## config.mk

```make
export PLATFORM = sky130hd
export DESIGN_NAME = freq_meter_mc
export DESIGN_NICKNAME = d
export VERILOG_FILES = /design/src/rtl/freq_meter_mc.sv
export SDC_FILE = /design/constraint.sdc
export NUM_CORES = 1
export LEC_CHECK = 0
export CELL_PAD_IN_SITES_DETAIL_PLACEMENT = 0
export CELL_PAD_IN_SITES_GLOBAL_PLACEMENT = 1
export CORE_MARGIN = 4
export CORE_UTILIZATION = 25
export CTS_CLUSTER_SIZE = 40
export DETAILED_ROUTE_END_ITERATION = 6
export PLACE_DENSITY_LB_ADDON = 0.1
export SLEW_MARGIN = 20
export SYNTH_ARGS = -nofsm -noshare
export SYNTH_HDL_FRONTEND = slang
export SYNTH_SLANG_ARGS = --single-unit
```

## constraint.sdc

```tcl
create_clock -name clk_base -period 4.05 [get_ports clk_base]
set_input_delay 0.405 -clock clk_base [delete_from_list [all_inputs] [get_ports clk_base]]
set_output_delay 0.405 -clock clk_base [all_outputs]
set_load 0.02 [all_outputs]
```

## src/rtl/freq_meter_mc.sv

```systemverilog
// Multi-channel frequency meter.
// Counts rising edges on CH_NUM asynchronous inputs over a gate window of
// len_r clk_base cycles. All counts are latched together at the end of each
// window, and a sticky data_ready / overrun pair signals the readout side.
// While enable stays high, windows follow each other with no dead cycles.
//
// Handshake: data_ready rises together with meas_done. The reader
// acknowledges with a single-cycle data_ack pulse, which clears data_ready
// and overrun. If a new result is latched while data_ready is still set and
// no data_ack arrives in that same cycle, overrun is set. A data_ack that
// coincides with the latch cycle keeps data_ready at 1 and clears overrun.
module freq_meter_mc #(
  parameter int CH_NUM      = 4,
  parameter int CNT_W       = 32,
  parameter int GATE_W      = 32,
  parameter int SYNC_STAGES = 2
) (
  input  logic                      clk_base,
  input  logic                      rst_n,
  input  logic                      enable,
  input  logic [GATE_W-1:0]         gate_len,
  input  logic [CH_NUM-1:0]         clk_in,
  output logic [CH_NUM*CNT_W-1:0]   freq_mem,
  output logic [CH_NUM-1:0]         ovf,
  output logic                      meas_done,
  output logic                      data_ready,
  input  logic                      data_ack,
  output logic                      overrun,
  output logic                      busy
);

  localparam logic [CNT_W-1:0] CNT_MAX = '1;

  typedef enum logic {
    IDLE = 1'b0,
    RUN  = 1'b1
  } state_t;

  state_t              state;
  logic [CH_NUM-1:0]   sync_q [SYNC_STAGES];
  logic [CH_NUM-1:0]   prev_q;
  logic [CH_NUM-1:0]   edge_q;
  logic [CNT_W-1:0]    cnt_q [CH_NUM];
  logic [CH_NUM-1:0]   sat_q;
  logic [GATE_W-1:0]   gate_cnt;
  logic [GATE_W-1:0]   len_r;

  logic [CNT_W-1:0]    cnt_next [CH_NUM];
  logic [CH_NUM-1:0]   sat_now;
  logic                win_end;
  logic                start_ok;

  // Synchronise each input, then register a one-cycle rising-edge strobe.
  always_ff @(posedge clk_base or negedge rst_n) begin
    if (!rst_n) begin
      for (int i = 0; i < SYNC_STAGES; i++) sync_q[i] <= '0;
      prev_q <= '0;
      edge_q <= '0;
    end else begin
      sync_q[0] <= clk_in;
      for (int i = 1; i < SYNC_STAGES; i++) sync_q[i] <= sync_q[i-1];
      prev_q <= sync_q[SYNC_STAGES-1];
      edge_q <= sync_q[SYNC_STAGES-1] & ~prev_q;
    end
  end

  // Saturating next-count per channel; sat_now flags an edge lost at the ceiling.
  always_comb begin
    for (int k = 0; k < CH_NUM; k++) begin
      sat_now[k]  = 1'b0;
      cnt_next[k] = cnt_q[k];
    end
    for (int k = 0; k < CH_NUM; k++) begin
      sat_now[k]  = (cnt_q[k] == CNT_MAX) && edge_q[k];
      cnt_next[k] = sat_now[k] ? CNT_MAX : (cnt_q[k] + CNT_W'(edge_q[k]));
    end
  end

  assign win_end  = (state == RUN) && (gate_cnt == (len_r - GATE_W'(1)));
  assign start_ok = enable && (gate_len != '0);
  assign busy     = (state == RUN);

  // Window FSM: counting, gate timing, end-of-window latch and restart/abort.
  always_ff @(posedge clk_base or negedge rst_n) begin
    if (!rst_n) begin
      state     <= IDLE;
      gate_cnt  <= '0;
      len_r     <= '0;
      sat_q     <= '0;
      freq_mem  <= '0;
      ovf       <= '0;
      meas_done <= 1'b0;
      for (int k = 0; k < CH_NUM; k++) cnt_q[k] <= '0;
    end else begin
      meas_done <= 1'b0;
      case (state)
        IDLE: begin
          if (start_ok) begin
            state    <= RUN;
            gate_cnt <= '0;
            len_r    <= gate_len;
            sat_q    <= '0;
            for (int k = 0; k < CH_NUM; k++) cnt_q[k] <= '0;
          end
        end
        RUN: begin
          if (win_end) begin
            // The edge strobed in the last cycle still belongs to this window.
            for (int k = 0; k < CH_NUM; k++) begin
              freq_mem[k*CNT_W +: CNT_W] <= cnt_next[k];
              cnt_q[k]                   <= '0;
            end
            ovf       <= sat_q | sat_now;
            meas_done <= 1'b1;
            sat_q     <= '0;
            gate_cnt  <= '0;
            if (start_ok) len_r <= gate_len;
            else          state <= IDLE;
          end else if (!enable) begin
            // Abort: drop the partial window, keep the last result.
            state    <= IDLE;
            gate_cnt <= '0;
            sat_q    <= '0;
            for (int k = 0; k < CH_NUM; k++) cnt_q[k] <= '0;
          end else begin
            for (int k = 0; k < CH_NUM; k++) cnt_q[k] <= cnt_next[k];
            sat_q    <= sat_q | sat_now;
            gate_cnt <= gate_cnt + GATE_W'(1);
          end
        end
        default: state <= IDLE;
      endcase
    end
  end

  // Readout handshake: sticky data_ready and overrun, cleared by data_ack.
  always_ff @(posedge clk_base or negedge rst_n) begin
    if (!rst_n) begin
      data_ready <= 1'b0;
      overrun    <= 1'b0;
    end else if (win_end) begin
      data_ready <= 1'b1;
      overrun    <= data_ack ? 1'b0 : (overrun | data_ready);
    end else if (data_ack && data_ready) begin
      data_ready <= 1'b0;
      overrun    <= 1'b0;
    end
  end

endmodule

```

==> results of run 1 <==
## final cells by class
| class | count | area, um^2 | share of cell area [%] |
|---|---|---|---|
| tap | 1040 | 1300 | 5.34 |
| multi-input combinational | 1526 | 9860 | 40.5 |
| timing repair buffer | 256 | 2580 | 10.6 |
| inverter | 99 | 372 | 1.52 |
| clock inverter | 19 | 224 | 0.919 |
| sequential | 348 | 8710 | 35.7 |
| clock buffer | 65 | 1320 | 5.43 |
## cell usage in the layout (no fill, tap or decap), drive strengths merged, types with 5 or more instances in the layout
cell type      count
a21o              17
a21oi             28
a22o              17
a31oi             86
and2              32
and3              26
and4               9
buf               82
bufinv             5
clkbuf            65
clkdlybuf4s50    173
clkinv            13
dfrtp            348
ha                10
inv              100
mux2             136
mux2i             13
nand2            221
nand2b            12
nand3            117
nand4             56
nor2             131
nor2b             15
nor3              59
nor3b              5
nor4              37
o211ai            31
o21ai            152
o22ai             17
o2bb2ai           31
o311ai            12
o31a               6
o31ai             30
or2                9
or3               44
or4               20
xnor2             83
xor2              35
## worst max-delay path, delay by kind of cell (launching register included)
| family | cells | cell delay [ns] |
|---|---|---|
| AND/OR/NAND/NOR | 5 | 1.54 |
| AO/OA/AOI/OAI | 2 | 0.59 |
| flip-flops | 1 | 0.38 |
| multiplexers | 1 | 0.33 |
| buffers and inverters | 4 | 0.83 |
## layer usage
layer,up-vias,wire (um)
li1,7957,-
met1,8428,32900
met2,366,30900
met3,79,3220
met4,0,1360
met5,-,0
## metrics by stage
step                      cells  instance area (um^2)  worst slack [ns]  TNS (ns)
after detailed placement   3268                 22800           -0.0255    -0.396
after global routing       3353                 24400            0.0247         0
after global placement     3268                 22800          -0.00355   -0.0370
final                      3353                 24400             0.173         0
after floorplan            2114                 19500             0.434         0
after CTS                  3353                 24400            0.0150         0
## final timing paths
check                           from             to  slack [ns]  cells past startpoint
setup / recovery            len_r[0]   freq_mem[74]        0.17                     12
max in group asynchronous      rst_n  freq_mem[108]        2.64                      3
min in group asynchronous      rst_n      cnt_q[54]        0.42                      2
setup reg to reg            len_r[0]   freq_mem[74]        0.17                     12
hold / removal             clk_in[3]      sync_q[7]        0.27                      1
hold reg to reg            sync_q[6]      sync_q[2]        0.35                      0
## Yosys cell counts (all sizes together), types with 2 or more instances
library cell / n
nor3: 59
nand3: 117
a221o: 2
a21o: 17
mux2: 136
nor2: 131
inv: 99
o21bai: 3
o31ai: 30
and3: 26
o22ai: 17
xnor2: 83
a211o: 3
or4: 20
ha: 10
o41ai: 2
buf: 48
mux2i: 13
dfrtp: 348
o2bb2ai: 31
a2111oi: 2
o311ai: 12
nor4: 37
o31a: 6
clkbuf: 93
nor2b: 15
a21oi: 28
or3: 44
o211ai: 31
a22o: 17
and4: 9
xor2: 35
a31oi: 86
and2: 32
nand4: 56
o21a: 2
nand2b: 12
or2: 9
nand4b: 2
nand2: 221
o21ai: 152
nor3b: 5
## cell families (layout without fill, tap and decap cells)
logic type,after synthesis,in the layout,share of synthesized area (%)
xor gates and xnor gates,118,118,5.29
and+or+nand+nor,801,801,20.8
adders and majority gates,10,10,0.641
AOI/OAI and AO/OA,448,448,15.0
DFF,348,348,44.6
muxes,149,149,8.51
buffers and inverters,240,439,5.15
## power by group through the flow
stage                     registers, uW  clock network [uW]  logic [uW]
after CTS                          3660                4420         816
after floorplan                    3680                   0         449
final                              3660                4240         805
after global placement             3720                   0         803
after detailed placement           3720                   0         809
after global routing               3670                4550         888
## sequential cells by signal, indices dropped and copies added (netlist names), 4 cells and up
signal and flops:
cnt_q 128, gate_cnt 32, sync_q 8, len_r 32
prev_q 4, freq_mem 128, edge_q 4, sat_q 4
ovf 4
## repair_timing
action / CTS / global route
setup endpoints to repair: 56 / 205
resized for setup: 1 / 4
pin swaps: 0 / 1
hold buffers: 1 / 0
hold endpoints to repair: 71 / 0
cloned: 0 / 0
==> out/results.txt, run 1 <==
Outcome = complete, no violations
Classification of the worst-slack hold path = in -> reg
Synthesized flop and latch total = 348
Global-route met3 utilization = 2.67%
Antenna cells = 0
Most instantiated flip-flop cell in the synthesis netlist = dfrtp_1
Share of total power in the clock network = 48.7%
Global Route Usage Sum = 16.3%
Fraction of power consumed by sequential logic = 42.0%
Post-route DRC = 0
Standard-cell rows = 102
Cell internal pwr = 6450 uW
Net count of the mapped netlist = 2,164
Weighted congestion reported at the end of routability-driven placement = 0.785
Die span in x = 287 um
Sequential share of the synthesized area = 44.6%
Stage delay of the slowest cell on the critical path = 0.64 ns
Via count of the first global-routing pass = 17,100
Clock root buffer = clkbuf_16
Number of optimization iterations in the first detailed-route pass = 4
Slew @ Worst Pin = 1.02 ns
Syn avg cell area = 9.23 um^2
Total power density per cell area = 357 mW/mm^2
Post-route clock period utilization = 95.7%
Buffers inserted during post-CTS setup optimization = 0
Setup violations, final = 0
Detailed Route WL = 68,400 um
Setup repair after global routing missed its margin = no
Share of post-route cells with drive strength above 1 = 11.5%
Number of vias per cell after detailed routing = 5.02
Total of warnings raised by yosys = 0
Layout area overhead = 24.9%
Critical path class = reg -> reg
Top cells by area in the synthesized netlist = dfrtp_1 45%, mux2_2 4.4%, nand2_1 4.2%
Final nets = 2,328
Effective utilization at floorplan = 25.2%
Number of buffers on the longest clock path = 3
Cell-by-cell trace of the critical path = buf_4 -> nor4_4 -> buf_4 -> nand3_1 -> a2111oi_2 -> o211ai_1 -> or4_1 -> buf_4 -> nor4_4 -> nand2_8 -> buf_12 -> mux2_2
CTS Buf Count = 47
Clock input transition at the sequential cells of the worst setup and hold paths = 0.06 ns
Critical Path Sink Type = flip-flop
Clk_lat worst skew = 0.58 ns
Antenna violations before repair = 3
Post-Synthesis Cell Area = 0.0195 mm^2
HPWL after detailed placement = 46,000 um
Share of Yosys cell area claimed by the top area cell type = 44.6%
# IOs = 176
Pins over their slew limit = 0
Final core area utilization = 31.5%
Hold violation total from the final report = 0
Total power of the final layout = 8710 uW
Fillers = 8,009
Worst clock skew on the final layout = 0.0170 ns
Global route hottest layer = met2
Library cell appearing most often on the critical path = buf_4
Worst hold slack = 0.271 ns
Cells after Synth = 2,114
Min Tclk post-route = 3.88 ns
Remaining Overflow, GRT = 0
Static Leak = 0.0106 uW
Worst supply voltage drop on vdd = 237 uV
Wirelength per Cell = 20.4 um
Fraction of power spent switching nets = 25.9%
Worst Setup Start Kind = flip-flop
GR Layer Usage met2 = 25.9%
Clock tree from TritonCTS = yes
Max transition margin = 31.8%
Die area = 0.0826 mm^2
Number of flops mapped to enable cells by yosys = 0
Count of H-tree levels built during CTS = 2
Cell taking the most area after synthesis = dfrtp_1
Worst-path fanout max = 66
Crit-path slowest cell = or4_1
Number of clock sinks = 348
Wire length of the first global-routing pass = 106,000 um
Power share of the combinational group = 9.2%
# port buffers = 175
Area inside the core boundary = 0.0775 mm^2
Share of synthesized flip-flops with an asynchronous set or reset = 100%
Largest net degree at the start of global routing = 77
Post-detailed-route count of antenna-violating nets = 0
1st-iter DRT viols = 994
Worst path arrival time = 4.34 ns
Maximum clock frequency = 0.258 GHz
Maximum Capacitance Violations = 0
Total net switching power = 2260 uW
Die extent in y = 287 um
Fraction of met1 tracks used by global routing = 23.0%
Count of unique library cells instantiated by Yosys = 67
Required @ worst endpoint = 4.51 ns
Total number of vias = 16,800
Power figures use the tool's default switching activity.
==> run 2: changes to the inputs <==
Settings changed: RECOVER_POWER set to 25.
==> out/results.txt, run 2 (synthesis gave the netlist of run 1 again) <==
Outcome = finished with violations (was complete, no violations)
Violated checks = max-capacitance violations, max-slew violations
Detailed Route WL = 68,400 um (about the same)
Maximum Capacitance Violations = 1 (was 0)
Crit-path slowest cell = or4_1 (unchanged)
Slew @ Worst Pin = 2.07 ns (was 1.02 ns)
Highest metal layer used by the detailed router = met4 (unchanged)
Weighted congestion reported at the end of routability-driven placement = 0.785 (unchanged)
Min Tclk post-route = 3.89 ns (was 3.88 ns)
Static Leak = 0.0106 uW (about the same)
Largest net degree at the start of global routing = 77 (unchanged)
Buffers inserted during post-CTS setup optimization = 0 (unchanged)
Post-detailed-route count of antenna-violating nets = 0 (unchanged)
Final setup margin = 0.157 ns (was 0.173 ns)
Classification of the worst-slack hold path = reg -> reg (was in -> reg)
Setup violations, final = 0 (unchanged)
Final core area utilization = 31.4% (was 31.5%)
Total number of vias = 16,700 (was 16,800)
Total buffers and inverters traversed by the critical path = 3 (was 4)
Effective utilization at floorplan = 25.2% (unchanged)
Die span in x = 287 um (unchanged)
Die extent in y = 287 um (unchanged)
Setup repair after global routing missed its margin = no (unchanged)
Routed wire length on met2 = 31,200 um (was 30,900 um)
Required @ worst endpoint = 4.51 ns (about the same)
Number of buffers on the longest clock path = 3 (unchanged)
Stage delay of the slowest cell on the critical path = 0.65 ns (was 0.64 ns)
Routed met3 length = 3110 um (was 3220 um)
Fraction of power spent switching nets = 26.0% (was 25.9%)
Storage cell area = 0.00871 mm^2 (unchanged)
Total power density per cell area = 358 mW/mm^2 (was 357 mW/mm^2)
Maximum clock frequency = 0.257 GHz (was 0.258 GHz)
Number of optimization iterations in the first detailed-route pass = 5 (was 4)
Clock input transition at the sequential cells of the worst setup and hold paths = 0.05 ns (was 0.06 ns)
Worst supply voltage drop on vdd = 237 uV (about the same)
Worst Setup Start Kind = flip-flop (unchanged)
Number of clock sinks = 348 (unchanged)
Layout area overhead = 24.6% (was 24.9%)
# IOs = 176 (unchanged)
Most common cell after layout, fill and taps aside = dfrtp_1 (unchanged)
HPWL after detailed placement = 46,000 um (unchanged)
Wire length of the first global-routing pass = 106,000 um (unchanged)
Clk_lat worst skew = 0.58 ns (about the same)
Share of total power in the clock network = 48.8% (was 48.7%)
# port buffers = 175 (unchanged)
Standard-cell rows = 102 (unchanged)
Cell internal pwr = 6450 uW (about the same)
Critical Path Sink Type = flip-flop (unchanged)
Total placed cells including tap cells = 3,268 (unchanged)
Regs by FF count = cnt_q x128, freq_mem x128 (unchanged)
Cell-by-cell trace of the critical path = or4_1 -> or4_1 -> a2111oi_1 -> buf_4 -> o32a_2 -> o211ai_4 -> buf_4 -> nor4_4 -> nand2_8 -> buf_12 -> mux2_2 (was buf_4 -> nor4_4 -> buf_4 -> nand3_1 -> a2111oi_2 -> o211ai_1 -> or4_1 -> buf_4 -> nor4_4 -> nand2_8 -> buf_12 -> mux2_2)
Max transition margin = -37.8% (was 31.8%)
Number of vias per cell after detailed routing = 4.99 (was 5.02)
Worst-path fanout max = 66 (unchanged)
Setup TNS = 0 ns (unchanged)
Place WS = -0.0255 ns (unchanged)
Critical path class = reg -> reg (unchanged)
Area inside the core boundary = 0.0775 mm^2 (unchanged)
Met1 routed wirelength after detailed routing = 32,800 um (was 32,900 um)
Share of post-route cells with drive strength above 1 = 11.5% (unchanged)
Die area = 0.0826 mm^2 (unchanged)
Post-route DRC = 0 (unchanged)
Final nets = 2,328 (unchanged)
Clock root buffer = clkbuf_16 (unchanged)
1st-iter DRT viols = 1,010 (was 994)
Cell family contributing the most delay on the critical path = simple AND/OR/NAND/NOR gates (unchanged)
Worst clock skew on the final layout = 0.0168 ns (was 0.0170 ns)
Fillers = 8,014 (was 8,009)
Wirelength per Cell = 20.4 um (about the same)
Total net switching power = 2260 uW (about the same)
Count of H-tree levels built during CTS = 2 (unchanged)
Worst path arrival time = 4.35 ns (was 4.34 ns)
Clock tree from TritonCTS = yes (unchanged)
Hold violation total from the final report = 0 (unchanged)
Pins over their slew limit = 77 (was 0)
Antenna violations before repair = 3 (unchanged)
CTS Buf Count = 47 (unchanged)
Remaining Overflow, GRT = 0 (unchanged)
Power share of the combinational group = 9.2% (about the same)
Post-Layout Cell Count = 3,355 (was 3,353)
Post-route clock period utilization = 96.1% (was 95.7%)
Area occupied by multi-input gates = 0.00986 mm^2 (unchanged)
Fraction of power consumed by sequential logic = 42.0% (about the same)
Via count of the first global-routing pass = 17,100 (unchanged)
Global Route Usage Sum = 16.3% (unchanged)
Commonest cells after routing, fill and taps aside = 348 x dfrtp_1, 218 x nand2_1, 169 x clkdlybuf4s50_1 (was 348 x dfrtp_1, 218 x nand2_1, 173 x clkdlybuf4s50_1)
## run 2: cell count changes in the layout (fill, tap and decap cells not counted), sizes merged
cell,previous run,this run
diode,0,2
clkbuf,65,68
dlygate4sd3,1,5
buf,82,79
clkdlybuf4s50,173,169
## run 2: layout make-up
cell class | instances | area share, %
timing repair buffer | 256 | 10.4
sequential | 348 | 35.8
tap | 1040 | 5.35
antenna | 2 | 0.0206
clock inverter | 19 | 0.921
multi-input combinational | 1526 | 40.5
inverter | 99 | 1.53
clock buffer | 65 | 5.44
## run 2: path summary, 6_finish.rpt
path / from / to / slack [ns] / cells after the start
setup / recovery: len_r[15] / freq_mem[74] / 0.16 / 11
hold / removal: sync_q[6] / sync_q[2] / 0.35 / 0
setup reg to reg: len_r[15] / freq_mem[74] / 0.16 / 11
hold reg to reg: sync_q[6] / sync_q[2] / 0.35 / 0
max in group asynchronous: rst_n / meas_done / 0.78 / 3
min in group asynchronous: rst_n / cnt_q[54] / 0.96 / 2
## run 2: metrics by stage
step	power, uW	hold slack [ns]	area, um^2
2_1_floorplan	4130	0.109	19500
3_3_place_gp	4520	0.333	22800
3_5_place_dp	4530	0.341	22800
4_1_cts	8890	0.223	24400
5_1_grt	9100	0.360	24300
6_report	8710	0.348	24300
## run 2: power by group through the flow
stage | registers [uW] | clock network, uW | logic, uW
floorplan | 3680 | 0 | 449
global placement | 3720 | 0 | 803
detailed placement | 3720 | 0 | 809
CTS | 3660 | 4420 | 816
global route | 3670 | 4550 | 881
finish | 3660 | 4250 | 797
## run 2: repair_timing
| item | CTS | global route |
|---|---|---|
| hold buffers | 1 | 0 |
| setup endpoints to repair | 56 | 205 |
| endpoints found under the hold margin | 71 | 0 |
| pin swaps | 0 | 1 |
| resized for setup | 1 | 4 |
## run 2: worst register-to-register path, delay by kind of cell (launching register included)
family / cells / cell delay (ns)
mux: 1 / 0.42
flops: 1 / 0.37
compound gates: 3 / 0.62
simple gates: 4 / 1.72
buf+inv: 3 / 0.63
## run 2: per-layer routing
metal  up-vias  track usage (%)
li1       7965                -
met1      8388             23.0
met2       323             25.9
met3        73             2.67
met4         0             4.05
met5         -                0
==> run 3: changes to the inputs <==
Settings changed: CAP_MARGIN set to 20.
==> results of run 3 <==
The final DEF is identical to that of run 2; final timing and power are the same.
